===== config.mk =====
export PLATFORM = sky130hd
export DESIGN_NAME = mem_lane_sequencer
export DESIGN_NICKNAME = d
export VERILOG_FILES = /design/src/rtl/mem_lane_sequencer.sv
export SDC_FILE = /design/constraint.sdc
export NUM_CORES = 1
export LEC_CHECK = 0
export ABC_CLOCK_PERIOD_IN_PS = 2500
export BUFFER_PORTS_ARGS = -buffer_cell sky130_fd_sc_hd__buf_2
export CAP_MARGIN = 10
export CORE_MARGIN = 1.5
export CORE_UTILIZATION = 45
export CTS_CLUSTER_DIAMETER = 60
export DETAILED_ROUTE_END_ITERATION = 10
export HOLD_SLACK_MARGIN = 0.12
export PLACE_DENSITY_LB_ADDON = 0.15
export SYNTH_ARGS = -nofsm -noshare
export SYNTH_HDL_FRONTEND = slang
export SYNTH_SLANG_ARGS = --single-unit

===== constraint.sdc =====
create_clock -name clk -period 2.5 [get_ports clk]
set_input_delay 0.125 -clock clk [delete_from_list [all_inputs] [get_ports clk]]
set_output_delay 0.125 -clock clk [all_outputs]
set_load 0.005 [all_outputs]

===== src/rtl/mem_lane_sequencer.sv =====
// Serializes the three per-lane accesses of a vector load/store onto a single-port
// synchronous data RAM, stalling the pipeline buffers until the sequence completes.
module mem_lane_sequencer #(
    parameter int DATA_W = 18
) (
    input  logic              clk,
    input  logic              reset,
    input  logic [DATA_W-1:0] addr     [3],
    input  logic [DATA_W-1:0] wdata    [3],
    input  logic              MemWrite,
    input  logic              MemtoReg,
    input  logic [DATA_W-1:0] memRData,
    output logic [DATA_W-1:0] memAddr,
    output logic [DATA_W-1:0] memWData,
    output logic              memWE,
    output logic [DATA_W-1:0] readData [3],
    output logic              stall,
    output logic              done
);

    localparam int LANES = 3;

    typedef enum logic [2:0] {
        IDLE = 3'd0,
        L0   = 3'd1,
        L1   = 3'd2,
        L2   = 3'd3,
        CAP  = 3'd4,
        DONE = 3'd5
    } state_t;

    state_t     state, state_nxt;
    logic       req;
    logic       cap_en;
    logic [1:0] cap_lane;

    assign req = MemWrite | MemtoReg;

    always_ff @(posedge clk or posedge reset) begin
        if (reset) begin
            state <= IDLE;
        end else begin
            state <= state_nxt;
        end
    end

    // Read data for lane k returns one cycle after its address, so lane k is
    // captured in the state following Lk; MemWrite wins when both flags are set.
    always_comb begin
        state_nxt = state;
        memAddr   = '0;
        memWData  = '0;
        memWE     = 1'b0;
        stall     = 1'b0;
        done      = 1'b0;
        cap_en    = 1'b0;
        cap_lane  = 2'd0;
        case (state)
            IDLE: begin
                if (req) begin
                    stall     = 1'b1;
                    state_nxt = L0;
                end
            end
            L0: begin
                memAddr   = addr[0];
                memWData  = wdata[0];
                memWE     = MemWrite;
                stall     = 1'b1;
                state_nxt = L1;
            end
            L1: begin
                memAddr   = addr[1];
                memWData  = wdata[1];
                memWE     = MemWrite;
                stall     = 1'b1;
                cap_en    = ~MemWrite;
                cap_lane  = 2'd0;
                state_nxt = L2;
            end
            L2: begin
                memAddr   = addr[2];
                memWData  = wdata[2];
                memWE     = MemWrite;
                stall     = 1'b1;
                cap_en    = ~MemWrite;
                cap_lane  = 2'd1;
                state_nxt = MemWrite ? DONE : CAP;
            end
            CAP: begin
                stall     = 1'b1;
                cap_en    = 1'b1;
                cap_lane  = 2'd2;
                state_nxt = DONE;
            end
            DONE: begin
                done      = 1'b1;
                state_nxt = IDLE;
            end
            default: begin
                state_nxt = IDLE;
            end
        endcase
        // Keep the buffers loading while reset holds the FSM, even if req is high.
        if (reset) begin
            stall = 1'b0;
        end
    end

    always_ff @(posedge clk or posedge reset) begin
        if (reset) begin
            for (int i = 0; i < LANES; i++) begin
                readData[i] <= '0;
            end
        end else begin
            for (int i = 0; i < LANES; i++) begin
                if (cap_en && cap_lane == 2'(i)) begin
                    readData[i] <= memRData;
                end
            end
        end
    end

endmodule


Yosys cells after proc, flatten, opt, wreduce, memory -nomap -nowiden
Cells that the tools add are included.
- equal/unequal tests: 8
- mux-type cells: 12
- bitwise gates (word level): 2
- reductions and logical operators: 8
- operator list (operator ; number):
    one-hot mux 18 bit (3 select lines) ; 2
    one-hot mux 3 bit (5 select lines) ; 1
    == test 3 x 2 -> 1 bit (second input constant) ; 2
    == test 3 bit (second input constant) ; 2
    2-to-1 mux 1 bit ; 5
    one-hot mux 1 bit (2 select lines) ; 2
    one-hot mux 2 bit (2 select lines) ; 1
    OR reduction 4 bit ; 1
    == test 3 x 1 -> 1 bit (second input constant) ; 1
    logical AND 1 bit ; 3
    zero test 3 bit ; 1
    2-to-1 mux 3 bit ; 1
    OR reduction 3 bit ; 1
    == test 2 x 1 -> 1 bit (second input constant) ; 1
    == test 2 bit (second input constant) ; 1
    zero test 2 bit ; 1
    inequality test 2 bit (second input constant) ; 1
    OR reduction 2 bit ; 1
    inverter 1 bit ; 1
    OR 1 bit ; 1
- flip-flop bits (word level): 57
- bits of input ports: 130
- output and inout bits: 93

Depth between registers and ports, before layout
Gate-level depths: netlist of the first run.
- depth after elaboration: 4
- gate-level depth with buffers: 5
- depth with buffers taken out: 2

Least setup slack after synthesis of the first run
Ideal clock, no wire load.
- path kind: register to register
- start point: reg state[2]
- end point: reg readData[36] in the netlist's numbering
- data arrival time: 1.524 ns
- slack: 0.850 ns
- stages on the path, launching flop included: 5
- cell sequence: dfrtp_1 > buf_6 > nor4b_4 > buf_6 > mux2_4
- longest elaborated chain between the ends: 4
- ends and longest elaborated chain (what ; RTL line ; source):
    start, declared ; 32 ; state_t state, state_nxt;
    start signal, assigned ; 43 ; state <= state_nxt;
    == test 3 x 2 -> 1 bit / == test 3 bit (equally long branches) ; 58 ; case (state)
    OR reduction 2 bit (no line) / one-hot mux 2 bit (2 select lines) (equally long branches) ; - ;
    one-hot mux 1 bit (2 select lines) / zero test 2 bit (equally long branches) ; 58, 117 ;
    logical AND 1 bit (*) ; 117 ; if (cap_en && cap_lane == 2'(i)) begin
    end signal, assigned by index ; 118 ; readData[i] <= memRData;
    end, declared ; 16 ; output logic [DATA_W-1:0] readData [3],
Mark *: on every way between the ends. The rest lies on a longest branch, timed or not.
A chain may end at the register's enable or synchronous reset.

Worst setup path after layout of the first run
- start point: reg state[0]
- end point: out memAddr[7]
- longest elaborated chain between the ends: 2
- ends and longest elaborated chain (what ; RTL line ; source):
    == test 3 x 2 -> 1 bit / == test 3 x 1 -> 1 bit (equally long branches) ; 58 ;
    one-hot mux 18 bit (3 select lines) (*) ; 58 ;
    end, declared ; 13 ; output logic [DATA_W-1:0] memAddr,
Marks and branches as above.

==> results of run 1 <==
[worst min-delay path: cells and delay by family]
kind            cells  cell delay [ns]
simple gates        1             0.08
buf+inv             1             0.16
compound gates      1             0.06
[power groups by stage]
| stage | clock (W) | sequential, W | combinational, W |
|---|---|---|---|
| 6_report | 0.000947 | 0.00178 | 0.00300 |
| 3_5_place_dp | 0 | 0.00178 | 0.00298 |
| 5_1_grt | 0.00101 | 0.00185 | 0.00327 |
| 2_1_floorplan | 0 | 0.00167 | 0.00185 |
| 3_3_place_gp | 0 | 0.00176 | 0.00293 |
| 4_1_cts | 0.000968 | 0.00177 | 0.00301 |
[sequential cells by signal, indices dropped and copies added, names as in the netlist]
register	flops
readData	54
state	3
[cells in the final DEF (no fill, tap or decap)]
cell type / count
a211oi_1: 37
nor3b_2: 1
a21oi_1: 36
mux2_2: 44
dfrtp_1: 55
inv_2: 1
buf_4: 11
nand2b_1: 1
clkbuf_8: 10
buf_2: 222
mux2_4: 10
nand3b_1: 1
inv_6: 1
nand2_1: 1
dlygate4sd3_1: 19
nor4b_4: 1
dfrtp_2: 1
o21a_1: 1
mux2i_1: 36
bufinv_16: 2
clkinv_2: 2
a221oi_1: 1
and3b_1: 1
buf_12: 1
xnor2_1: 1
nor2_1: 2
nor3_1: 1
dfrtp_4: 1
nor4bb_4: 1
nor4_1: 1
nor3b_1: 1
[path summary, 6_finish.rpt]
kind,endpoint,slack (ns),depth (start not counted)
max reg2reg,readData[20]$_DFFE_PP0P_,0.71,3
min in group asynchronous,readData[21]$_DFFE_PP0P_,0.43,3
min reg2reg,readData[7]$_DFFE_PP0P_,0.50,1
max,memAddr[7],0.29,4
min,state[0]$_DFFE_PP0P_,0.14,3
max in group asynchronous,readData[27]$_DFFE_PP0P_,1.43,4
[stage by stage]
stage                     utilization  total power [W]  instance area, sq um
final                           0.703          0.00573                  4780
after global routing            0.703          0.00614                  4780
after CTS                       0.703          0.00575                  4780
after detailed placement        0.643          0.00475                  4370
after global placement          0.643          0.00469                  4370
after floorplan                     -          0.00351                  3150
[logic make-up (layout without fill, tap and decap cells)]
logic type      Yosys count  count (layout)  share of synthesized area
compound gates           75              75                      0.150
xor+xnor                  1               1                    0.00278
simple gates             12              12                     0.0298
buf+inv                  29             269                     0.0460
flops                    57              57                      0.452
mux                      90              90                      0.319
[final cells by class]
class	instances	area, sq um	share of cell area
repair buffers	253	1400	0.294
clock buffers	10	138	0.0288
inverters	1	3.75	0.000786
flip-flops and latches	57	1430	0.300
clock inverters	5	78.8	0.0165
well taps	96	120	0.0251
multi-input cells	178	1600	0.335
[cell usage after synthesis]
| cell type | count |
|---|---|
| and3b_1 | 1 |
| buf_2 | 8 |
| a221oi_1 | 1 |
| inv_1 | 1 |
| nor3_1 | 1 |
| nor2_1 | 2 |
| nand2_1 | 1 |
| mux2i_1 | 36 |
| xnor2_1 | 1 |
| nor4b_4 | 1 |
| a21oi_1 | 36 |
| mux2_2 | 44 |
| nor4_1 | 1 |
| mux2_4 | 10 |
| o21a_1 | 1 |
| nor4bb_1 | 1 |
| buf_6 | 3 |
| buf_4 | 1 |
| a211oi_1 | 37 |
| dfrtp_1 | 57 |
| nor3b_1 | 2 |
| nand3b_1 | 1 |
| clkbuf_1 | 16 |
| nand2b_1 | 1 |
[routing by layer]
metal,vias up,global-route usage
li1,1471,-
met4,0,0.0762
met2,113,0.436
met3,14,0.0705
met5,-,0
met1,1455,0.298
==> results.json, run 1 <==
{
  "routed.top_layer": "met4",
  "sw_frac_of_total": 0.367,
  "nets": 630,
  "wl_met2_um": 5050,
  "critPathMaxFanout": 55,
  "viasPerCell": 5.09,
  "worst-path-buf-inv": 2,
  "yosys_warnings": 0,
  "cellLeakagePower_nw": 2.41,
  "gp_congestion": 0.827,
  "netlist_area_sq_um": 3150,
  "ir_drop_mv": 0.783,
  "synthTopCellsByArea": "dfrtp_1 (45%), mux2_2 (16%), mux2i_1 (11%), a211oi_1 (8.8%), a21oi_1 (5.7%)",
  "rsz0062_at_grt": "false",
  "skew_ns": 0.00881,
  "routedWlPerCell_um": 16.0,
  "yosysTopAreaCellShare": 0.452,
  "cts.sinks": 57,
  "drt-initial-drc-count": 79,
  "maxSlewViolCount": 0,
  "clkPwrFrac": 0.165,
  "outcome": "finished clean",
  "drc_errors": 0,
  "dp_cells": 566,
  "powerDensity_nw_per_um2": 1200,
  "cpPeakStageDelay_ns": 0.67,
  "area_delta_synth_final_pct": 51.5,
  "power.switching_w": 0.00210,
  "worstMarginPinSlew_ns": 0.582,
  "period_needed_ns": 2.21,
  "fin_ws_ns": 0.294,
  "firstDrtPassIters": 4,
  "drt_wl_total_um": 9630,
  "root_buffer": "clkbuf_8",
  "max_freq_ghz": 0.453,
  "path_cells": "buf_4 > a21oi_1 > a211oi_1 > buf_2",
  "p_int_w": 0.00363,
  "path_clk_slew_ns": 0.06,
  "syn_nets": 394,
  "grt_use_total": 0.250,
  "die-area_sq_um": 7520,
  "gr-total-overflow": 0,
  "startpoint": "state[0]$_DFFE_PP0P_",
  "combPwrFrac": 0.524,
  "vias": 3053,
  "cp.required_ns": 2.38,
  "start_util": 0.464,
  "critPathTopFamily": "buffers and inverters",
  "cts_max_level": 3,
  "yosysSeqAreaShare": 0.452,
  "drive_gt1_frac": 0.613,
  "wl_met3_um": 646,
  "grt_pass1_wl_um": 14400,
  "hp-start": "MemWrite",
  "pre_cts_slack_ns": 0.660,
  "critPathSlowestCell": "dfrtp_2",
  "endpoint_kind": "primary output",
  "grt_max_degree": 58,
  "nFillCells": 517,
  "max-cap-violations": 0,
  "synthCells": 264,
  "die-height_um": 86.7,
  "setup_viol": 0,
  "hold_path_class": "input pin to register",
  "cp-start-kind": "register",
  "die_width_um": 86.7,
  "fin_crit_sh": 0.883,
  "finalHoldViolations": 0,
  "holdWs_ns": 0.144,
  "grt_pass1_vias": 2828,
  "r2r_start": "state[0]$_DFFE_PP0P_",
  "yosys.area.top_type": "dfrtp_1",
  "final_cells": 600,
  "ioPinCount": 223,
  "max_slew_margin": 0.612,
  "cts_max_path_buffers": 2,
  "critPathKind": "register to primary output",
  "pwr-share-seq": 0.311,
  "cts_buffers": 9,
  "grt_antenna_before_repair": 0,
  "met1_length_um": 3780,
  "synth-seq-cells": 57,
  "clock_latency_ns": 0.34,
  "hold_buffers": 19,
  "syn-mean-instance-area_sq_um": 11.9,
  "worst_ep_arrival_time_ns": 2.08,
  "cts_setup_buffers": 0,
  "setup_tns_ns": 0,
  "diodes": 0,
  "io_buffers": 222,
  "cts_tree": "built",
  "yosysUniqueCellTypes": 24,
  "ant_nets": 0,
  "cts_resized": 0,
  "dp_hpwl_um": 6980,
  "coreArea_sq_um": 6790,
  "rows": 30
}
No activity file was read; power rests on OpenSTA's default activity.
==> run 2: changes to the inputs <==
--- a/config.mk
+++ b/config.mk
@@ -6,12 +6,13 @@
 export NUM_CORES = 1
 export LEC_CHECK = 0
 export ABC_CLOCK_PERIOD_IN_PS = 2500
-export BUFFER_PORTS_ARGS = -buffer_cell sky130_fd_sc_hd__buf_2
 export CAP_MARGIN = 10
+export CORE_ASPECT_RATIO = 0.7
 export CORE_MARGIN = 1.5
-export CORE_UTILIZATION = 45
+export CORE_UTILIZATION = 50
 export CTS_CLUSTER_DIAMETER = 60
 export DETAILED_ROUTE_END_ITERATION = 10
+export DONT_BUFFER_PORTS = 1
 export HOLD_SLACK_MARGIN = 0.12
 export PLACE_DENSITY_LB_ADDON = 0.15
 export SYNTH_ARGS = -nofsm -noshare
==> results.json, run 2 (synthesis results as in run 1) <==
{
  "worst_ep_arrival_time_ns": 1.88,
  "ioPinCount": 223,
  "final_area_sq_um": 3640,
  "vias": 2186,
  "gr-total-overflow": 0,
  "powerDensity_nw_per_um2": 1340,
  "path_clk_slew_ns": 0.06,
  "dpl-instance-area_sq_um": 3200,
  "drive_gt1_frac": 0.299,
  "hold_path_class": "input pin to async pin",
  "max-cap-violations": 0,
  "grt_use_total": 0.224,
  "critPathMaxFanout": 72,
  "pre_cts_slack_ns": 0.869,
  "r2r_cells": 3,
  "cts_max_level": 3,
  "cts_buffers": 9,
  "area_delta_synth_final_pct": 15.5,
  "die_width_um": 97.9,
  "maxSlewViolCount": 0,
  "critPathKind": "register to primary output",
  "die-area_sq_um": 6800,
  "mostFrequentLayoutCell": "dfrtp_1",
  "cts_setup_buffers": 0,
  "nets": 406,
  "dp_hpwl_um": 5590,
  "rsz0062_at_grt": "false",
  "outcome": "finished clean",
  "cts_max_path_buffers": 2,
  "layout_common_cells": "dfrtp_1 (55), mux2_2 (44), a211oi_1 (37)",
  "cellLeakagePower_nw": 1.49,
  "nFillCells": 447,
  "largest-register": "readData",
  "endpoint_kind": "primary output",
  "skew_ns": 0.00627,
  "drt-initial-drc-count": 65,
  "fin_ws_ns": 0.495,
  "max_freq_ghz": 0.499,
  "cp-start-kind": "register",
  "finalHoldViolations": 0,
  "root_buffer": "clkbuf_8",
  "ant_nets": 0,
  "io_buffers": 0,
  "clock_latency_ns": 0.34,
  "viasPerCell": 6.14,
  "grt_pass1_wl_um": 11800,
  "firstDrtPassIters": 4,
  "rows": 23,
  "largest_reg_flops": 54,
  "routedWlPerCell_um": 21.7,
  "cp.required_ns": 2.38,
  "reg_top3": "readData: 54 flops, state: 3 flops",
  "setup_tns_ns": 0,
  "drc_errors": 0,
  "gp_congestion": 0.704,
  "cts_resized": 0,
  "fin_crit_sh": 0.802,
  "worstMarginPinSlew_ns": 0.625,
  "grt_antenna_before_repair": 0,
  "cts_tree": "built",
  "start_util": 0.535,
  "setup_viol": 0,
  "diodes": 0,
  "cts.sinks": 57,
  "grt_pass1_vias": 2099,
  "hold_buffers": 21,
  "grt_max_degree": 78,
  "total_power_w": 0.00487,
  "ir_drop_mv": 0.567,
  "coreArea_sq_um": 5900,
  "max_slew_margin": 0.583,
  "period_needed_ns": 2.01,
  "drt_wl_total_um": 7720,
  "die-height_um": 69.5
}
## run 2: cell count changes in the layout (fill, tap and decap cells not counted)
| cell | before | now |
|---|---|---|
| buf_2 | 222 | 0 |
| inv_6 | 1 | 0 |
| buf_4 | 11 | 7 |
| dlygate4sd3_1 | 19 | 21 |
| clkinvlp_4 | 0 | 1 |
| clkbuf_8 | 10 | 11 |
## run 2: per-stage QoR
stage | util | hold slack [ns] | instances
floorplan | - | 0.273 | 264
global placement | 0.543 | -0.0160 | 319
detailed placement | 0.543 | -0.0189 | 319
CTS | 0.618 | 0.193 | 356
global route | 0.618 | 0.205 | 356
finish | 0.618 | 0.208 | 356
## run 2: routing by layer
| metal | track usage | up-vias | share of wire |
|---|---|---|---|
| met5 | 0 | - | 0 |
| li1 | - | 1020 | - |
| met4 | 0.0571 | 0 | 0.0053 |
| met3 | 0.106 | 5 | 0.10 |
| met2 | 0.342 | 119 | 0.48 |
| met1 | 0.286 | 1042 | 0.42 |
## run 2: final timing paths
check | from | endpoint | slack [ns]
min reg2reg | readData[16]$_DFFE_PP0P_ | readData[16]$_DFFE_PP0P_ | 0.53
min in group clk | reset | stall | 0.29
max | state[0]$_DFFE_PP0P_ | memWData[16] | 0.49
max reg2reg | state[0]$_DFFE_PP0P_ | readData[25]$_DFFE_PP0P_ | 0.88
max in group asynchronous | reset | readData[1]$_DFFE_PP0P_ | 1.68
min | reset | readData[49]$_DFFE_PP0P_ | 0.21
## run 2: final cells by class
cell class / instances / area, sq um / area share
Multi-Input combinational cell: 178 / 1600 / 0.440
Sequential cell: 57 / 1430 / 0.393
Timing Repair Buffer: 29 / 283 / 0.0776
Clock buffer: 11 / 151 / 0.0416
Tap cell: 75 / 93.8 / 0.0258
Clock inverter: 5 / 77.6 / 0.0213
Inverter: 1 / 3.75 / 0.00103
## run 2: worst max-delay path: stages, from the launching register on
cell	delay, ns
dfrtp_2	0.49
buf_4	0.57
a21oi_1	0.09
a211oi_1	0.39
## run 2: report_power, final
part           leakage [nW]  switching [W]  internal, W
logic                 0.697        0.00103      0.00102
registers             0.680       0.000440      0.00141
clock network         0.115       0.000367     0.000611
